==> src/rtl/nonce_serial_fifo.sv <==
// Queues winning nonces from the hash core and shifts them to the host one bit per
// readready cycle, with frame start marking, occupancy flags and saturating drop counting.
module nonce_serial_fifo #(
    parameter int NONCE_WIDTH = 32,
    parameter int DEPTH       = 4,
    parameter bit MSB_FIRST   = 1'b0,
    parameter int DROP_W      = 8
) (
    input  logic                       clk,
    input  logic                       rst,
    input  logic                       valid,
    input  logic                       success,
    input  logic [NONCE_WIDTH-1:0]     nonce_i,
    input  logic                       readready,
    output logic                       nonce_o,
    output logic                       nonce_valid,
    output logic                       sof,
    output logic [$clog2(DEPTH+1)-1:0] count,
    output logic                       empty,
    output logic                       full,
    output logic                       overflow,
    output logic [DROP_W-1:0]          drop_count
);
    localparam int CW = $clog2(DEPTH + 1);
    localparam int AW = (DEPTH > 1) ? $clog2(DEPTH) : 1;
    localparam int PW = $clog2(NONCE_WIDTH);
    localparam logic [AW-1:0] LAST_SLOT = AW'(DEPTH - 1);
    localparam logic [PW-1:0] LAST_BIT  = PW'(NONCE_WIDTH - 1);
    localparam logic [CW-1:0] FULL_CNT  = CW'(DEPTH);

    typedef enum logic {
        S_IDLE   = 1'b0,
        S_ACTIVE = 1'b1
    } state_t;

    state_t                 state_q, state_d;
    logic [PW-1:0]          ptr_q, ptr_d;
    logic [AW-1:0]          head_q, head_d;
    logic [AW-1:0]          tail_q, tail_d;
    logic [CW-1:0]          count_q, count_d;
    logic                   nonce_o_q, nonce_o_d;
    logic                   nonce_valid_q, nonce_valid_d;
    logic                   sof_q, sof_d;
    logic                   overflow_q, overflow_d;
    logic [DROP_W-1:0]      drop_q, drop_d;
    logic [NONCE_WIDTH-1:0] mem_q [DEPTH];

    logic [NONCE_WIDTH-1:0] head_word;
    logic [PW-1:0]          bit_idx;
    logic                   emit;
    logic                   pop;
    logic                   push_req;
    logic                   push;

    // A pop on this edge frees a slot, so a full FIFO still accepts a capture then.
    always_comb begin
        head_word = mem_q[head_q];
        bit_idx   = MSB_FIRST ? (LAST_BIT - ptr_q) : ptr_q;
        push_req  = valid && success;
        emit      = readready && (count_q != '0);
        pop       = emit && (ptr_q == LAST_BIT);
        push      = push_req && ((count_q != FULL_CNT) || pop);
    end

    always_comb begin
        state_d       = state_q;
        ptr_d         = ptr_q;
        nonce_o_d     = 1'b0;
        nonce_valid_d = 1'b0;
        sof_d         = 1'b0;
        case (state_q)
            S_IDLE: begin
                if (emit) begin
                    state_d = S_ACTIVE;
                    ptr_d   = PW'(1);
                end
            end
            S_ACTIVE: begin
                if (emit) begin
                    if (pop) begin
                        state_d = S_IDLE;
                        ptr_d   = '0;
                    end else begin
                        ptr_d = ptr_q + PW'(1);
                    end
                end
            end
            default: begin
                state_d = S_IDLE;
                ptr_d   = '0;
            end
        endcase
        if (emit) begin
            nonce_o_d     = head_word[bit_idx];
            nonce_valid_d = 1'b1;
            sof_d         = (ptr_q == '0);
        end
    end

    always_comb begin
        head_d     = head_q;
        tail_d     = tail_q;
        count_d    = count_q;
        overflow_d = overflow_q;
        drop_d     = drop_q;
        if (pop) begin
            head_d = (head_q == LAST_SLOT) ? '0 : head_q + AW'(1);
        end
        if (push) begin
            tail_d = (tail_q == LAST_SLOT) ? '0 : tail_q + AW'(1);
        end
        if (push && !pop) begin
            count_d = count_q + CW'(1);
        end else if (pop && !push) begin
            count_d = count_q - CW'(1);
        end
        if (push_req && !push) begin
            overflow_d = 1'b1;
            if (drop_q != '1) begin
                drop_d = drop_q + DROP_W'(1);
            end
        end
    end

    always_ff @(posedge clk or negedge rst) begin
        if (!rst) begin
            state_q       <= S_IDLE;
            ptr_q         <= '0;
            head_q        <= '0;
            tail_q        <= '0;
            count_q       <= '0;
            nonce_o_q     <= 1'b0;
            nonce_valid_q <= 1'b0;
            sof_q         <= 1'b0;
            overflow_q    <= 1'b0;
            drop_q        <= '0;
        end else begin
            state_q       <= state_d;
            ptr_q         <= ptr_d;
            head_q        <= head_d;
            tail_q        <= tail_d;
            count_q       <= count_d;
            nonce_o_q     <= nonce_o_d;
            nonce_valid_q <= nonce_valid_d;
            sof_q         <= sof_d;
            overflow_q    <= overflow_d;
            drop_q        <= drop_d;
        end
    end

    // Storage is not reset; count gates every read so stale contents are never shifted out.
    always_ff @(posedge clk) begin
        if (push) begin
            mem_q[tail_q] <= nonce_i;
        end
    end

    assign nonce_o     = nonce_o_q;
    assign nonce_valid = nonce_valid_q;
    assign sof         = sof_q;
    assign count       = count_q;
    assign empty       = (count_q == '0);
    assign full        = (count_q == FULL_CNT);
    assign overflow    = overflow_q;
    assign drop_count  = drop_q;

endmodule

==> config.mk <==
export PLATFORM = sky130hd
export DESIGN_NAME = nonce_serial_fifo
export DESIGN_NICKNAME = d
export VERILOG_FILES = /design/src/rtl/nonce_serial_fifo.sv
export SDC_FILE = /design/constraint.sdc
export NUM_CORES = 1
export LEC_CHECK = 0
export BUFFER_PORTS_ARGS = -buffer_cell sky130_fd_sc_hd__buf_2
export CAP_MARGIN = 40
export CORE_MARGIN = 3
export CORE_UTILIZATION = 59
export CTS_CLUSTER_DIAMETER = 100
export DETAILED_ROUTE_END_ITERATION = 12
export GPL_TIMING_DRIVEN = 0
export HOLD_SLACK_MARGIN = 0.05
export PLACE_DENSITY_LB_ADDON = 0.3
export SETUP_SLACK_MARGIN = 0.2
export SLEW_MARGIN = 20
export SYNTH_ARGS = -nofsm -noshare
export SYNTH_HDL_FRONTEND = slang
export SYNTH_SLANG_ARGS = --single-unit
export TNS_END_PERCENT = 10
==> constraint.sdc <==
create_clock -name clk -period 3.4 [get_ports clk]
set_clock_uncertainty 0.05 [all_clocks]
set_input_delay 0.51 -clock clk [delete_from_list [all_inputs] [get_ports clk]]
set_output_delay 0.51 -clock clk [all_outputs]
set_load 0.03 [all_outputs]
# --- Yosys cells after proc, flatten, opt, wreduce, memory -nomap -nowiden ---
# Memories as Yosys holds them, arrays and structs flattened.
# Index checks and enable logic that the tools add are counted.
word_totals:
  in_bits: 37
  out_inout_bits: 17
  word_cells: 61
  ram_bits: 128
  n_memories: 1
  register_bits: 25
op_classes:
  n_reduce_logical: 16
  n_eq_ne: 8
  muxes: 18
  bitwise_logic: 1
  add_sub_neg: 6
  n_lt_le_gt_ge: 1
mem_list:
  columns: ["name", "depth", "word_bits", "rd", "rd_ports_with_merged_regs", "write_ports", "line_no", "source"]
  rows:
  - ["mem_q", 4, 32, 1, 0, 1, "46", "logic [NONCE_WIDTH-1:0] mem_q [DEPTH];"]
ops:
  columns: ["operator", "count"]
  rows:
  - ["5-bit 2-to-1 mux", 3]
  - ["5-bit case mux with 2 select lines", 1]
  - ["8-bit by 1-bit adder with 8-bit output (second input constant)", 1]
  - ["1-bit 2-to-1 mux", 8]
  - ["8-bit inequality test (second input constant)", 1]
  - ["1-bit logical AND", 7]
  - ["5-bit by 6-bit < comparator with 1-bit output (second input constant)", 1]
  - ["3-bit 2-to-1 mux", 2]
  - ["5-bit by 1-bit adder with 5-bit output (second input constant)", 1]
  - ["1-bit binary-select mux with 5-bit select", 1]
  - ["5-bit equality test (second input constant)", 1]
  - ["5-bit logical NOT", 1]
  - ["2-bit by 1-bit adder with 2-bit output (second input constant)", 2]
  - ["2-bit equality test (second input constant)", 2]
  - ["2-bit 2-to-1 mux", 2]
  - ["2-bit AND reduction", 2]
  - ["3-bit by 1-bit adder with 3-bit output (second input constant)", 1]
  - ["3-bit equality test (second input constant)", 1]
  - ["3-bit logical NOT", 1]
  - ["3-bit inequality test (second input constant)", 1]
  - ["3-bit nonzero test", 1]
  - ["3-bit by 1-bit subtractor with 3-bit output (second input constant)", 1]
  - ["1-bit logical NOT", 2]
  - ["2-bit by 1-bit inequality test with 1-bit output (second input constant)", 1]
  - ["other kinds (5)", 5]

# --- Depth between registers and ports, before layout ---
logic_depth:
  ltp_word: 9
  depth_mapped: 11
  depth_no_buf: 11

# --- Least setup slack after synthesis ---
# No wires, ideal clock.
synth_path:
  kind: "flip-flop to flip-flop"
  from: "register count_q[0] (netlist: count[0])"
  to: "register count_q[2] (netlist: count[2])"
  t_arrival_ps: 3011
  setup_time_ps: 80
  slack_ps: 259
  path_buffers: 0
  synth_period_minus_slack_ps: 3141
  stages_incl_launch_ff: 11
  cell_sequence: "dfrtp_1 -> nor3_1 -> nand2b_1 -> clkinv_1 -> nand2_1 -> ha_1 -> inv_1 -> fa_1 -> xor2_1 -> nor2_1 -> xor2_1"
synth_via:
  elab_chain_cells: 8
synth_rtl:
  columns: ["element", "line_no", "source"]
  rows:
  - ["start, declared", "40", "logic [CW-1:0] count_q, count_d;"]
  - ["start signal, assigned", "142", "count_q <= count_d;"]
  - ["3-bit nonzero test (*)", "60", "emit = readready && (count_q != '0);"]
  - ["1-bit logical AND (*)", "60", null]
  - ["net emit", "50", "logic emit;"]
  - ["1-bit logical AND (*)", "61", "pop = emit && (ptr_q == LAST_BIT);"]
  - ["1-bit logical OR", "62", "push = push_req && ((count_q != FULL_CNT) || pop);"]
  - ["1-bit logical AND", "62", null]
  - ["1-bit logical NOT", "114", "end else if (pop && !push) begin"]
  - ["1-bit logical AND", "114", null]
  - ["2-bit nonzero test (no line)", null, null]
# The timed path passes the listed nets; every way through them passes the cells marked *. The select of a mux whose other input is x is not followed.
# A chain may end at the register's enable or synchronous reset.

# --- Worst setup path after layout ---
# Ends and elaborated chain as after synthesis.

==> impl_metrics.yaml <==
critical_path:
  cp_max_fo: 9
  rr_worst_depth: 10
  ff2ff_setup_slack_ns: 0.62
  startpoint_type: "flip-flop"
  required_ns: 3.80
  r2r-start: "count[0]"
  crit_type: "flip-flop to flip-flop"
  arrival_ns: 3.18
  endpoint_kind: "flip-flop"
  worstReg2RegEnd: "count[2]"
clock_tree:
  numCtsBuffers: 17
  clk_latency_ns: 0.53
  clk_pin_slew_ns: 0.07
  cts-root-buf: "clkbuf_8"
  htree_levels: 4
  clock_sinks: 153
  cts_tree: "yes"
  post_cts_buffers: 0
  cts_max_path_buffers: 2
sta:
  fin_crit_ns: 2.78
  rsz0062_at_grt: "false"
  worstMarginPinSlew_ns: 0.635
  fmax_mhz: 360
  hold_viol_final: 0
  setup_tns_ns: 0
  setup_violations: 0
  period_share_pct: 81.8
  slew_viol_final: 0
  slew_headroom_pct: 57.6
  fin_ws_ns: 0.619
drt:
  first_pass_iters: 5
  drtIter0Drc: 296
  drtAntennaViolNets: 0
  vias: 3348
  avgViaCountPerCell: 5.93
  drc: 0
  finalWirelength_um: 11600
  wire_per_inst_um: 20.6
logic_synthesis:
  syn_inst: 342
  async_flop_share_pct: 16.3
  synth.distinct_cells: 39
  synth_area_um2: 6220
  synth_ff_type: "edfxtp_1"
  avgSynthCellArea_um2: 18.2
  synth_edf_count: 128
  synth_nets: 390
  yosysWarnings: 0
  seq_area_frac_synth_pct: 71.8
  ys_ff_latch: 153
floorplan:
  core-area_um2: 10000
  die_w_um: 109
  placementRows: 36
  pin_count: 54
  die_area_um2: 11800
  start_util_pct: 62.2
  dieHeight_um: 109
min_path:
  hold_path_end: "mem_q[3][30]"
  hold_class: "input port to flip-flop"
  whs_path_depth: 1
  hp-start: "nonce_i[30]"
power_and_ir_drop:
  power.density_nw_per_um2: 730
  comb_power_share_pct: 18.9
  p_seq_share_pct: 45.0
  leakage_nw: 2.69
  p_switching_mw: 1.57
  p_int_mw: 3.82
  p_clk_share_pct: 36.1
  switching_share_pct: 29.1
  peakVddDrop_mv: 0.504
  finalPower_mw: 5.39
finish:
  nets: 467
  syn_to_final_growth_pct: 18.6
  diodes: 0
  drive_gt1_share_pct: 27.5
  seqCellArea_um2: 4470
  fin_cells: 565
  fill_cells: 608
  multi_input_area_um2: 1650
run_status:
  status: "completed"
placement:
  place_hpwl_um: 7560
  post-place-ws_ns: 0.491
  gp_congestion: 0.832
  dpl.cell_count: 532
  place.port_buffers: 53
run:
  maxCapViolations: 0
grt:
  grt_pass1_vias: 3473
  antenna_found_initial: 0
  grt_max_degree: 26
  overflow: 0
  grt_pass1_wl_um: 18400
  grtUsageTotal_pct: 22.0
## timing repair
action	CTS	global route
hold endpoints to repair	25	0
setup endpoints to repair	0	1
hold buffers	1	0
gates resized for setup	0	1
## flip-flops by register name, indices dropped and copies added, names as in the netlist
name and flops:
sof 1, head_q 2, mem_q 128, bit_idx 5, drop_count 8, nonce_o 1
nonce_valid 1, overflow 1, state_q 1, count 3, tail_q 2
## worst max-delay path: stages (launching register included)
cell and delay [ns]:
dfrtp_1 0.47, nor3_1 0.25, nand2b_1 0.30, clkinv_1 0.28, nand2_1 0.26, ha_1 0.22
inv_1 0.06, fa_1 0.37, xor2_1 0.17, nor2_1 0.11, xor2_1 0.15
## final cells by class
| type | instances | area share, % |
|---|---|---|
| plain buffers | 11 | 1.20 |
| clock buffers | 17 | 5.61 |
| repair buffers | 58 | 4.92 |
| well taps | 133 | 2.25 |
| multi-input cells | 170 | 22.3 |
| inverters | 8 | 0.407 |
| flip-flops and latches | 153 | 60.6 |
| clock inverters | 15 | 2.76 |
## worst max path at each step
stage               start            to  slack, ns
2_1_floorplan    count[0]      count[2]       0.26
3_3_place_gp   bit_idx[0]  mem_q[1][14]      -0.12
3_5_place_dp   bit_idx[0]      count[2]       0.49
4_1_cts        bit_idx[0]      count[2]       0.44
5_1_grt          count[0]      count[2]       0.34
6_report         count[0]      count[2]       0.62
## Yosys cell counts (6+ instances only)
| cell | count | share of area (%) |
|---|---|---|
| inv_1 | 6 | 0.36 |
| nor2_1 | 9 | 0.54 |
| mux4_2 | 9 | 3.3 |
| xnor2_1 | 6 | 0.84 |
| dfrtp_1 | 25 | 10 |
| a22oi_1 | 8 | 0.96 |
| mux2i_1 | 20 | 3.2 |
| nand3_1 | 7 | 0.56 |
| ha_1 | 10 | 2.0 |
| o21ai_0 | 13 | 1.0 |
| edfxtp_1 | 128 | 62 |
| mux4_1 | 15 | 6.3 |
| a31oi_1 | 8 | 0.80 |
| nand2_1 | 22 | 1.3 |
## power groups by stage
stage               Clock (mW)  Sequential (mW)  Combinational (mW)
floorplan                    0             2.53               0.589
global placement             0             2.46               0.949
detailed placement           0             2.46                1.01
CTS                       1.98             2.43                1.03
global route              2.06             2.45                1.13
finish                    1.94             2.43                1.02
## cells in the final DEF, fill, tap and decap left out, types with 7 or more instances in the layout
| cell | synthesis | routed |
|---|---|---|
| clkbuf_16 | 0 | 16 |
| mux2i_1 | 20 | 20 |
| dfrtp_1 | 25 | 25 |
| mux4_1 | 15 | 15 |
| o21ai_0 | 13 | 13 |
| nor2_1 | 9 | 9 |
| nand2_1 | 22 | 22 |
| a31oi_1 | 8 | 8 |
| ha_1 | 10 | 10 |
| buf_2 | 4 | 57 |
| a22oi_1 | 8 | 8 |
| nand3_1 | 7 | 7 |
| mux4_2 | 9 | 9 |
| edfxtp_1 | 128 | 128 |
## cells by family (layout without fill, tap and decap cells)
| logic type | count (synthesis) | after routing | synth area share, % |
|---|---|---|---|
| flops | 153 | 153 | 71.8 |
| simple gates | 61 | 61 | 5.07 |
| mux | 47 | 47 | 13.3 |
| compound gates | 41 | 41 | 4.14 |
| buf+inv | 19 | 109 | 1.91 |
| fa+ha+maj | 11 | 11 | 2.33 |
| xor+xnor | 10 | 10 | 1.41 |
## through the flow
| stage | hold slack, ns | area (µm²) | utilization, % |
|---|---|---|---|
| floorplan | 0.164 | 6220 | - |
| global placement | 0.399 | 6660 | 66.6 |
| detailed placement | 0.406 | 6750 | 67.5 |
| CTS | 0.105 | 7380 | 73.8 |
| global route | 0.117 | 7380 | 73.8 |
| finish | 0.133 | 7380 | 73.8 |
## layer usage
metal  global-route usage [%]  routed length (µm)  vias to the layer above
met3                     6.87                 667                       21
li1                         -                   -                     1529
met2                     35.5                5970                      119
met4                     10.4                 249                        0
met1                     27.4                4720                     1679
met5                        0                   0                        -
Power figures use the tool's default switching activity.
